<file path="config.mk">
export PLATFORM = sky130hd
export DESIGN_NAME = fwd_ctrl_flat
export DESIGN_NICKNAME = d
export VERILOG_FILES = /design/src/rtl/fwd_ctrl_if.sv /design/src/rtl/fwd_ctrl.sv /design/src/flat_wrapper.sv
export SDC_FILE = /design/constraint.sdc
export NUM_CORES = 1
export LEC_CHECK = 0
export ABC_CLOCK_PERIOD_IN_PS = 4810
export BUFFER_PORTS_ARGS = -buffer_cell sky130_fd_sc_hd__buf_4
export CAP_MARGIN = 20
export CORE_MARGIN = 2
export CORE_UTILIZATION = 54
export CTS_CLUSTER_SIZE = 24
export DETAILED_ROUTE_END_ITERATION = 7
export PLACE_DENSITY = 0.81
export SYNTH_ARGS = -nofsm -noshare
export SYNTH_HDL_FRONTEND = slang
export SYNTH_SLANG_ARGS = --single-unit
export TNS_END_PERCENT = 1
</file>
<file path="constraint.sdc">
create_clock -name clk -period 4.81 [get_ports clk]
set_clock_uncertainty 0.15 [all_clocks]
set_input_delay 0.2405 -clock clk [delete_from_list [all_inputs] [get_ports clk]]
set_output_delay 0.2405 -clock clk [all_outputs]
set_load 0.005 [all_outputs]
</file>
<file path="src/rtl/fwd_ctrl_if.sv">
// rtl/fwd_ctrl_if.sv - ID-stage hazard bus between the decode stage and fwd_ctrl
interface fwd_ctrl_if #(
    parameter int RA_W = 6
);
    logic            id_valid;
    logic [RA_W-1:0] id_rs;
    logic [RA_W-1:0] id_rt;
    logic [RA_W-1:0] id_rd;
    logic            id_regwrite;
    logic            id_memread;
    logic            flush;
    logic [1:0]      fwd_a_sel;
    logic [1:0]      fwd_b_sel;
    logic            stall;

    modport master (
        output id_valid, id_rs, id_rt, id_rd, id_regwrite, id_memread, flush,
        input  fwd_a_sel, fwd_b_sel, stall
    );

    modport slave (
        input  id_valid, id_rs, id_rt, id_rd, id_regwrite, id_memread, flush,
        output fwd_a_sel, fwd_b_sel, stall
    );
endinterface

</file>
<file path="src/rtl/fwd_ctrl.sv">
// rtl/fwd_ctrl.sv - EX-stage forwarding select and load-use stall unit
// Optional macro FWD_ZERO_REG_EN: register 0 is hardwired zero and never forwards or stalls.
module fwd_ctrl #(
    parameter int RA_W = 6
) (
    input  logic       clk,
    input  logic       rst_n,
    fwd_ctrl_if.slave  bus
);
    typedef struct packed {
        logic            valid;
        logic            regwrite;
        logic            memread;
        logic [RA_W-1:0] rd;
    } ex_tag_t;

    // Load status is only consulted while the producer sits in EX, so MEM drops it.
    typedef struct packed {
        logic            valid;
        logic            regwrite;
        logic [RA_W-1:0] rd;
    } mem_tag_t;

    ex_tag_t  ex_q,  ex_d;
    mem_tag_t mem_q, mem_d;
    logic [1:0] sel_a_q, sel_a_d;
    logic [1:0] sel_b_q, sel_b_d;
    logic ex_hit_a, ex_hit_b, mem_hit_a, mem_hit_b;
    logic load_use, advance;

    function automatic logic rd_hit(input logic [RA_W-1:0] rd, input logic [RA_W-1:0] src);
`ifdef FWD_ZERO_REG_EN
        return (rd == src) && (rd != '0);
`else
        return (rd == src);
`endif
    endfunction

    always_comb begin
        ex_hit_a  = ex_q.valid  & ex_q.regwrite  & rd_hit(ex_q.rd,  bus.id_rs);
        ex_hit_b  = ex_q.valid  & ex_q.regwrite  & rd_hit(ex_q.rd,  bus.id_rt);
        mem_hit_a = mem_q.valid & mem_q.regwrite & rd_hit(mem_q.rd, bus.id_rs);
        mem_hit_b = mem_q.valid & mem_q.regwrite & rd_hit(mem_q.rd, bus.id_rt);
        load_use  = bus.id_valid & ex_q.memread & (ex_hit_a | ex_hit_b);
        // Flush wins over stall: either way nothing enters EX this edge.
        advance   = bus.id_valid & ~load_use & ~bus.flush;
    end

    always_comb begin
        ex_d  = '0;
        mem_d = '{valid: ex_q.valid, regwrite: ex_q.regwrite, rd: ex_q.rd};
        sel_a_d = 2'b00;
        sel_b_d = 2'b00;
        if (advance) begin
            ex_d = '{valid: 1'b1, regwrite: bus.id_regwrite,
                     memread: bus.id_memread, rd: bus.id_rd};
            sel_a_d = ex_hit_a ? 2'b01 : (mem_hit_a ? 2'b10 : 2'b00);
            sel_b_d = ex_hit_b ? 2'b01 : (mem_hit_b ? 2'b10 : 2'b00);
        end
    end

    always_ff @(posedge clk or negedge rst_n) begin
        if (!rst_n) begin
            ex_q    <= '0;
            mem_q   <= '0;
            sel_a_q <= 2'b00;
            sel_b_q <= 2'b00;
        end else begin
            ex_q    <= ex_d;
            mem_q   <= mem_d;
            sel_a_q <= sel_a_d;
            sel_b_q <= sel_b_d;
        end
    end

    assign bus.fwd_a_sel = sel_a_q;
    assign bus.fwd_b_sel = sel_b_q;
    assign bus.stall     = load_use;
endmodule

</file>
<file path="src/flat_wrapper.sv">
// flat-port wrapper written by rule: the top's interface ports become plain ports
module fwd_ctrl_flat 
#(
    parameter int RA_W = 6
)
  (clk, rst_n, bus_id_valid, bus_id_rs, bus_id_rt, bus_id_rd, bus_id_regwrite, bus_id_memread, bus_flush, bus_fwd_a_sel, bus_fwd_b_sel, bus_stall);
  fwd_ctrl_if #(.RA_W(RA_W)) bus_i ();
  input  logic clk;
  input  logic rst_n;
  input wire logic [$bits(bus_i.id_valid)-1:0] bus_id_valid;
  input wire logic [$bits(bus_i.id_rs)-1:0] bus_id_rs;
  input wire logic [$bits(bus_i.id_rt)-1:0] bus_id_rt;
  input wire logic [$bits(bus_i.id_rd)-1:0] bus_id_rd;
  input wire logic [$bits(bus_i.id_regwrite)-1:0] bus_id_regwrite;
  input wire logic [$bits(bus_i.id_memread)-1:0] bus_id_memread;
  input wire logic [$bits(bus_i.flush)-1:0] bus_flush;
  output wire logic [$bits(bus_i.fwd_a_sel)-1:0] bus_fwd_a_sel;
  output wire logic [$bits(bus_i.fwd_b_sel)-1:0] bus_fwd_b_sel;
  output wire logic [$bits(bus_i.stall)-1:0] bus_stall;
  assign bus_i.id_valid = bus_id_valid;
  assign bus_i.id_rs = bus_id_rs;
  assign bus_i.id_rt = bus_id_rt;
  assign bus_i.id_rd = bus_id_rd;
  assign bus_i.id_regwrite = bus_id_regwrite;
  assign bus_i.id_memread = bus_id_memread;
  assign bus_i.flush = bus_flush;
  assign bus_fwd_a_sel = bus_i.fwd_a_sel;
  assign bus_fwd_b_sel = bus_i.fwd_b_sel;
  assign bus_stall = bus_i.stall;
  fwd_ctrl #(.RA_W(RA_W)) u_core (.clk(clk), .rst_n(rst_n), .bus(bus_i));
endmodule
</file>
Word-level counts from Yosys, hierarchy flattened
Cells that the tools add are included.
Operators by class
  equal/unequal tests: 4
  bitwise operators: 13
  multiplexer cells: 7
Operators with widths (count)
  6-bit equality test: 4
  2-bit 2-to-1 mux: 6
  1-bit AND: 10
  9-bit 2-to-1 mux: 1
  1-bit NOT: 2
  1-bit OR: 1
Word-level totals
  register bits after elaboration: 21
  word-level logic and storage cells: 33

Longest topological paths before layout
  word-level depth: 8
  mapped depth: 4
  gate-level depth less buffers: 4

Least setup slack after synthesis
OpenSTA, ideal clock, no wires.
  kind: reg2out
  from: register u_core.ex_q[4] in the netlist's numbering
  to: output bus_stall
  arrival time: 1373 ps
  setup slack: 3046 ps
  cell stages (with the launch flop): 5
  cell sequence: dfrtp_1 -> xnor2_2 -> nand3_1 -> or4_4 -> a21boi_1
On the way
  word-level cells in the longest chain between the ends: 4
  elaborated cells on any way between the ends: 6
  those cells by class: 2 x eq/ne; 4 x bitwise
RTL lines
  from (decl): line fwd_ctrl.sv:24  | ex_tag_t ex_q, ex_d;
  from (signal assigned): line fwd_ctrl.sv:64  | ex_q <= '0;
  from (signal assigned): line fwd_ctrl.sv:69  | ex_q <= ex_d;
  6-bit equality test: line fwd_ctrl.sv:35  | return (rd == src);
  1-bit AND (on tied branches): line fwd_ctrl.sv:40, fwd_ctrl.sv:41
  1-bit OR (*): line fwd_ctrl.sv:44  | load_use = bus.id_valid & ex_q.memread & (ex_hit_a | ex_hit_b);
  1-bit AND (*): line fwd_ctrl.sv:44
  to (decl): line flat_wrapper.sv:19  | output wire logic [$bits(bus_i.stall)-1:0] bus_stall;
Mark *: on every way between the ends. The rest lies on a longest branch, timed or not.

Final worst setup path
Same ends and word-level chain as after synthesis.

==> results.json <==
{
  "worstSetupEndpointType": "primary output",
  "crit_slowest_cell": "or4_4",
  "relSlewSlack": 0.4301,
  "route.detailed.drc": 0,
  "path_clk_slew_ps": 120,
  "syn2layout_area_growth_pct": 27.26,
  "ant_nets": 0,
  "finalCriticalPeriod_ps": 2299,
  "cts_setup_buffers": 0,
  "die_y_um": 47.54,
  "crit_fanout": 3,
  "cts_root_buffer": "clkbuf_4",
  "grt.overflow.total": 0,
  "yosys_warnings": 0,
  "cts_buffers": 3,
  "grt_pass1_vias": 701,
  "clock_latency_ps": 310,
  "clockBufferDepth": 2,
  "power_per_cell_area_mw_per_mm2": 249.9,
  "wl_per_cell_um": 14.97,
  "drt-total-wl_mm": 2.126,
  "dp_slack_ps": 2849,
  "core_area_mm2": 0.001745,
  "cp_slowest_stage_delay_ps": 560,
  "initial_core_util": 0.5864,
  "hold_violations": 0,
  "rsz0062_at_grt": "no",
  "path_cells": "xnor2_2, nand3_1, or4_4, a21boi_1, buf_4",
  "async_flop_share": 1.000,
  "synth_edf_count": 0,
  "criticalPathCategory": "register to primary output",
  "die_x_um": 47.54,
  "synth_area_mm2": 0.001023,
  "fillers": 125,
  "status": "finished, final reports clean",
  "layout.nets": 142,
  "worstMarginPinSlew_ps": 845.6,
  "min_path_type": "input port to register",
  "cap_violations": 0,
  "syn-num-nets": 108,
  "grt_pass1_wl_mm": 3.284,
  "crit_path_start_kind": "register",
  "drtPass1Iterations": 4,
  "finalPower_w": 0.0003255,
  "n_antenna_cell": 0,
  "setup_viol": 0,
  "p_leak_nw": 0.5934,
  "clock-sinks": 21,
  "synth_ff_type": "dfrtp_1",
  "num_io_pins": 29,
  "cts_tree": "done",
  "postSynthCellCount": 84,
  "grt_start_max_net_pins": 22,
  "timing.fmax_mhz": 435.0,
  "fin_crit_sh": 0.4780,
  "drive_above_1_share": 0.3248,
  "htreeDepth": 1,
  "syn_avg_cell_area_um2": 12.18,
  "yosysTopAreaCellShare": 0.5134,
  "ys_ff_latch": 21,
  "r2r_cells": 4,
  "setup_tns_ps": 0,
  "cp.required_ps": 4420,
  "grt_antenna_before_repair": 0,
  "drt_iter0_drc": 8,
  "slew_violations": 0,
  "dp_hpwl_mm": 1.676,
  "place_congestion": 0.8755,
  "cp.arrival_ps": 1910,
  "ys_top_cells_by_area": "dfrtp_1 51%, xor2_1 11%, xnor2_1 9.4%, nor3b_1 5.9%, xnor2_2 3.2%",
  "ys_top_cells_by_count": "21 x dfrtp_1, 13 x xor2_1, 11 x xnor2_1",
  "peakVddDrop_mv": 0.2249,
  "track_usage": 0.2180,
  "yosysMostFrequentCell": "dfrtp_1",
  "rows": 15,
  "synth.distinct_cells": 23,
  "holdPathStages": 2,
  "num_vias": 752,
  "synth_area_leader_cell": "dfrtp_1",
  "via_per_inst": 5.296,
  "layout_setup_ws_ps": 2511,
  "die_area_mm2": 0.002260,
  "port_buffers": 28,
  "ys_seq_area_frac": 0.5134
}
[worst paths after layout]
check	startpoint	endpoint	slack, ps
worst max register to register	u_core.ex_q[5]$_DFF_PN0_	u_core.ex_q[5]$_DFF_PN0_	2810
min in group asynchronous	rst_n	u_core.bus.fwd_b_sel[0]$_DFF_PN0_	180
worst min-delay path	bus_id_rd[2]	u_core.ex_q[2]$_DFF_PN0_	20
worst min register to register	u_core.ex_q[8]$_DFF_PN0_	u_core.mem_q[7]$_DFF_PN0_	240
max in group asynchronous	rst_n	u_core.mem_q[1]$_DFF_PN0_	4110
worst max-delay path	u_core.ex_q[4]$_DFF_PN0_	bus_stall	2510
[layout by cell type, fill, tap and decap left out]
cell,n
a2111oi_0,1
a211oi_1,1
a21boi_1,1
and2_1,2
and3_1,1
buf_4,28
clkbuf_4,3
clkinv_2,1
dfrtp_1,21
dlygate4sd3_1,1
nand2_1,3
nand2b_1,1
nand3_1,1
nand4_1,5
nor2_1,2
nor2b_1,1
nor3_1,4
nor3_2,1
nor3b_1,8
nor4_1,1
nor4b_2,1
o41ai_2,1
or3_1,1
or4_4,1
xnor2_1,11
xnor2_2,2
xor2_1,13
[sequential cells by signal, indices dropped and copies added, names as in the netlist]
signal,flops
u_core.mem_q,8
u_core.bus.fwd_a_sel,2
u_core.ex_q,9
u_core.bus.fwd_b_sel,2
[layout make-up]
class                   count  area [um^2]  share of cell area
well taps                  25        31.28             0.02402
flip-flops and latches     21        525.5              0.4035
multi-input cells          63        498.0              0.3823
clock inverters             1        5.005            0.003842
clock buffers               3        22.52             0.01729
repair buffers             29        220.2              0.1691
[power breakdown]
group	switching [W]	leakage (nW)	total [W]	internal [W]
Clock	0.0000555	0.0177	0.0000866	0.0000312
Combinational	0.0000238	0.292	0.0000513	0.0000275
Sequential	0.00000552	0.283	0.000188	0.000182
Total	0.0000848	0.593	0.000326	0.000241
[kinds of logic (layout without fill, tap and decap cells)]
kind of cell / after synthesis / count (layout) / synth area share
buf+inv: 0 / 33 / 0
xor+xnor: 26 / 26 / 0.2372
flops: 21 / 21 / 0.5134
simple gates: 33 / 33 / 0.2103
compound gates: 4 / 4 / 0.03913
[critical path, delay by kind of cell (launching register included)]
| family | cells | cell delay (ps) |
|---|---|---|
| AO/OA/AOI/OAI | 1 | 150 |
| flip-flops | 1 | 450 |
| XOR/XNOR | 1 | 200 |
| buffers and inverters | 1 | 130 |
| AND/OR/NAND/NOR | 2 | 680 |
[metrics by stage]
step	hold slack, ps	std cells	utilization	cell area, um^2
2_1_floorplan	-205.1	84	-	1023
3_3_place_gp	-13.94	137	0.7247	1265
3_5_place_dp	-11.31	137	0.7247	1265
4_1_cts	24.60	142	0.7462	1303
5_1_grt	10.95	142	0.7462	1303
6_report	24.55	142	0.7462	1303
[routing by layer]
metal	track usage	share of wire	up-vias
li1	-	-	362
met1	0.3060	0.43	356
met2	0.3324	0.50	27
met3	0.02642	0.050	7
met4	0.1135	0.025	0
met5	0	0	-
[what timing repair did]
| item | CTS | global route |
|---|---|---|
| endpoints found under the hold margin | 21 | 0 |
| hold buffers | 1 | 0 |
| gates resized for setup | 0 | 0 |
(Power assumes the default switching activity.)
